`src/rtl/mux_pkg.sv`:
```
// mux_pkg: shared constants, FSM states and length clamp for the bit-select serializer
package mux_pkg;
    localparam int K = 64;
    localparam int SEL_W = 6;
    typedef enum logic {IDLE, SHIFT} state_t;
    function automatic logic [SEL_W:0] clamp_len(input logic [SEL_W:0] l);
        return (l == '0 || l > (SEL_W+1)'(K)) ? (SEL_W+1)'(K) : l;
    endfunction
endpackage

```
`src/rtl/mux_sel_serializer_mux.sv`:
```
// mux_sel_serializer_mux: 64:1 bit-select mux
module mux_sel_serializer_mux import mux_pkg::*; (
    input  logic [K-1:0]     data,
    input  logic [SEL_W-1:0] sel,
    output logic             y
);
    assign y = data[sel];
endmodule

```
`src/rtl/mux_sel_serializer.sv`:
```
// mux_sel_serializer: loads a word and walks the mux select LSB-first, one bit per output beat
module mux_sel_serializer import mux_pkg::*; (
    input  logic             clk,
    input  logic             rst_n,
    input  logic             flush,
    input  logic             in_valid,
    output logic             in_ready,
    input  logic [K-1:0]     in_data,
    input  logic [SEL_W:0]   in_len,
    output logic             out_valid,
    input  logic             out_ready,
    output logic             out_bit,
    output logic             out_last,
    output logic [SEL_W-1:0] sel,
    output logic             busy
);
    state_t state, state_d;
    logic [K-1:0] data_q;
    logic [SEL_W:0] len_q;
    logic [SEL_W-1:0] sel_d;
    logic load;
    assign in_ready = state == IDLE;
    assign out_valid = state == SHIFT;
    assign busy = state == SHIFT;
    assign load = in_ready && in_valid && !flush;
    assign out_last = {1'b0, sel} == len_q - 1'b1;
    mux_sel_serializer_mux u_mux (.data(data_q), .sel(sel), .y(out_bit));
    // flush wins over both the load and any beat handshake
    always_comb begin
        state_d = state;
        sel_d = sel;
        if (flush) begin
            state_d = IDLE;
            sel_d = '0;
        end else if (load) begin
            state_d = SHIFT;
            sel_d = '0;
        end else if (out_valid && out_ready) begin
            state_d = out_last ? IDLE : SHIFT;
            sel_d = out_last ? '0 : sel + 1'b1;
        end
    end
    always_ff @(posedge clk or negedge rst_n) begin
        if (!rst_n) begin
            state <= IDLE;
            sel <= '0;
            data_q <= '0;
            len_q <= '0;
        end else begin
            state <= state_d;
            sel <= sel_d;
            if (load) begin
                data_q <= in_data;
                len_q <= clamp_len(in_len);
            end
        end
    end
endmodule

```
`config.mk`:
```
export PLATFORM = sky130hd
export DESIGN_NAME = mux_sel_serializer
export DESIGN_NICKNAME = d
export VERILOG_FILES = /design/src/rtl/mux_pkg.sv /design/src/rtl/mux_sel_serializer_mux.sv /design/src/rtl/mux_sel_serializer.sv
export SDC_FILE = /design/constraint.sdc
export NUM_CORES = 1
export LEC_CHECK = 0
export BUFFER_PORTS_ARGS = -buffer_cell sky130_fd_sc_hd__clkbuf_2
export CORE_UTILIZATION = 58
export CTS_CLUSTER_DIAMETER = 100
export DETAILED_ROUTE_END_ITERATION = 10
export GPL_TIMING_DRIVEN = 0
export PLACE_DENSITY_LB_ADDON = 0.25
export RECOVER_POWER = 25
export SYNTH_ARGS = -nofsm -noshare
export SYNTH_HDL_FRONTEND = slang
export SYNTH_SLANG_ARGS = --single-unit
```
`constraint.sdc`:
```
create_clock -name clk -period 5.6 [get_ports clk]
set_input_delay 1.68 -clock clk [delete_from_list [all_inputs] [get_ports clk]]
set_output_delay 1.68 -clock clk [all_outputs]
set_load 0.03 [all_outputs]
```
==> run_results.csv <==
group,metric,value,unit
status,outcome,"complete, but fails checks",
status,violations,"max-capacitance violations, max-slew violations",
worst_setup_path,rr_worst_depth,7,
power_and_ir_drop,p_leak,2.37,nW
synth,async_reset_ff_share,100,%
flow_run,max_cap_violations,1,
global_route,grt_max_degree,43,
floorplanning,die_h,82.9,um
final_layout,drive_above_1_share,24.4,%
global_route,use_met2,42.5,%
synth,ys_ff_latch,78,
route,via_count,3190,
clock_tree,cts_resized,0,
synth,ys_warn_count,0,
floorplanning,chipWidth,82.9,um
sta,worstMarginPinSlew,2.05,ns
final_layout,nets,590,
floorplanning,start_util,60.1,%
worst_setup_path,worstPathCellList,"buf_2 -> buf_1 -> mux4_2 -> a2111oi_0 -> a211oi_1 -> a21oi_1 -> nor2_1 -> clkbuf_2",
final_layout,antennaDiodeCount,0,
worst_setup_path,slowest_delay,0.51,ns
power_and_ir_drop,power.density,331,mW/mm2
synth,synthTopCellsByArea,"dfrtp_1 (51%), nand2_1 (20%), mux4_2 (8.9%)",
synth,syn_nets,492,
sta,rsz0062_at_grt,"no",
global_route,grt_pass1_wl,14100,um
synth,ys.flop_type,"dfrtp_1",
sta,finalCriticalPeriod,4.55,ns
global_route,grt_overflow,0,
worst_setup_path,critical_path_class,"reg2out",
clock_tree,cts_tree,"yes",
worst_setup_path,cp.arrival,2.87,ns
placement,hpwlAfterDp,6050,um
synth,synth_common_cells,"nand2_1 (205), dfrtp_1 (78), clkbuf_1 (15), mux4_2 (15), nor2_1 (8)",
global_route,grt_busiest_layer,"met2",
sta,slew-limit-headroom,-36.8,%
synth,yosysTopAreaCell,"dfrtp_1",
floorplanning,core_area,0.00631,mm2
route,wirelength,8370,um
worst_setup_path,cp_slowest_cell,"buf_1",
global_route,use_met3,5.96,%
clock_tree,path_clk_slew,0.08,ns
floorplanning,dieArea,0.00687,mm2
route,routed_via_density,5.37,
floorplanning,io_pins,87,
worst_setup_path,worstPathMaxFanout,10,
placement,gp_congestion,0.838,
clock_tree,clk_latency,0.36,ns
route,firstDrtPassIters,5,
sta,skew,0.00652,ns
worst_setup_path,crit_required,3.92,ns
power_and_ir_drop,p_total,1.50,mW
synth,yosys.cell_types.count,37,
global_route,grt_pass1_vias,3064,
sta,post-route-period-util,81.3,%
synth,avgSynthCellArea,9.16,um2
sta,finalMaxSlewViolations,37,
sta,finalSetupViolCount,0,
worst_setup_path,crit_cells,8,
clock_tree,cts_buffers,9,
final_layout,syn2layout_area_growth,19.1,%
synth,synthMostInstantiatedCell,"nand2_1",
sta,finalHoldViolations,0,
clock_tree,clockBufferDepth,2,
placement,io_buffer_count,86,
sta,setup_tns,0,ns
global_route,grtUsageTotal,26.7,%
power_and_ir_drop,ir_worst_vdd,0.205,mV
synth,synth_top_cell_area_share,51.5,%
sta,timing.final.ws_setup,1.05,ns
sta,fmax,220,MHz
route,avgRoutedWirePerCell,14.1,um
synth,synth_edf_count,0,
clock_tree,cts_max_level,3,
clock_tree,cts_hold_buf,0,
global_route,met1_usage,36.5,%
floorplanning,rows,29,
clock_tree,cts_root_buffer,"clkbuf_8",
global_route,antenna_found_initial,0,
min_path,holdPathStages,2,
min_path,min_path_type,"reg2reg",
clock_tree,cts_setup_buffers,0,
route,drc_errors,0,
synth,syn_inst,414,
worst_setup_path,cp-start-kind,"register",
worst_setup_path,end_kind,"output port",
synth,yosysSeqAreaShare,51.5,%
route,first_iter_violations,219,
synth,netlist_area,0.00379,mm2
clock_tree,cts_sinks,78,
worst_setup_path,path_delay_family,"buffers and inverters",
placement,pre_cts_ws,1.43,ns
route,ant_nets,0,
sta,whs,0.477,ns
worst_setup_path,worst-path-buf-inv,3,
==> routing by layer <==
metal,up-vias,share of wire [%]
li1,1547,-
met1,1530,46
met2,98,47
met3,15,5.5
met4,0,1.9
met5,-,0
==> sequential cells by signal, indices dropped and copies added, names as in the netlist <==
name	count
busy	1
data_q	64
len_q	7
sel	6
==> final cells by class <==
class	instances	area, um2
multi-input combinational	305	1710
clock inverter	2	16.3
sequential	78	1950
tap	77	96.3
timing repair buffer	87	449
fill	483	1800
buffer	24	108
clock buffer	14	163
inverter	7	26.3
==> through the flow <==
step | instance area, um2 | instances | util (%)
6_report | 4520 | 594 | 71.6
5_1_grt | 4520 | 594 | 71.6
4_1_cts | 4520 | 594 | 71.6
3_5_place_dp | 4340 | 578 | 68.8
3_3_place_gp | 4320 | 577 | 68.4
2_1_floorplan | 3790 | 414 | -
==> cells in the final DEF, fill, tap and decap left out, types with 3 or more instances in the layout <==
cell       Yosys  final
nand2_1      205    205
clkbuf_2       0     85
dfrtp_1       78     78
clkbuf_1      15     19
mux4_2        15     15
clkbuf_8       0     11
nor2_1         8      8
nand2b_1       7      7
a21oi_1        7      7
o21ai_0        7      7
inv_1          6      6
nand3_1        6      6
xor2_1         6      6
mux2i_1        6      6
buf_2          5      5
xnor2_1        4      4
nor3_1         4      4
nand3b_1       4      4
o22ai_1        3      3
a2111oi_0      3      3
==> worst reg2reg max path, cell delays in order, from the launching register on <==
cell      delay (ns)
dfrtp_1         0.45
inv_1           0.10
nand2_1         0.09
nor2_1          0.60
clkbuf_1        0.43
buf_1           0.39
nand2_1         0.13
nand2_1         0.07
==> power by group <==
group | total (mW) | switching, mW | internal [mW]
combinational | 0.354 | 0.192 | 0.162
sequential | 0.755 | 0.0714 | 0.684
clock | 0.388 | 0.201 | 0.187
total | 1.50 | 0.464 | 1.03
==> worst paths after layout <==
| kind | from | end | slack (ns) |
|---|---|---|---|
| min in group asynchronous | rst_n | data_q[46]$_DFFE_PN0P_ | 1.90 |
| worst min-delay path | data_q[42]$_DFFE_PN0P_ | data_q[42]$_DFFE_PN0P_ | 0.48 |
| max in group asynchronous | rst_n | len_q[1]$_DFFE_PN0P_ | 2.52 |
| worst max register to register | busy$_DFFE_PN0P_ | data_q[14]$_DFFE_PN0P_ | 3.28 |
| worst min register to register | data_q[42]$_DFFE_PN0P_ | data_q[42]$_DFFE_PN0P_ | 0.48 |
| worst max-delay path | sel[1]$_DFFE_PN0P_ | out_bit | 1.05 |
==> cell families after synthesis <==
group	Yosys count	share of synthesized area, %
AND/OR/NAND/NOR	242	26.3
flip-flops	78	51.5
buffers and inverters	31	3.53
AO/OA/AOI/OAI	29	4.95
multiplexers	22	10.8
XOR/XNOR	10	2.31
adder cells (fa/ha/maj)	2	0.660
No activity file was read; power rests on OpenSTA's default activity.
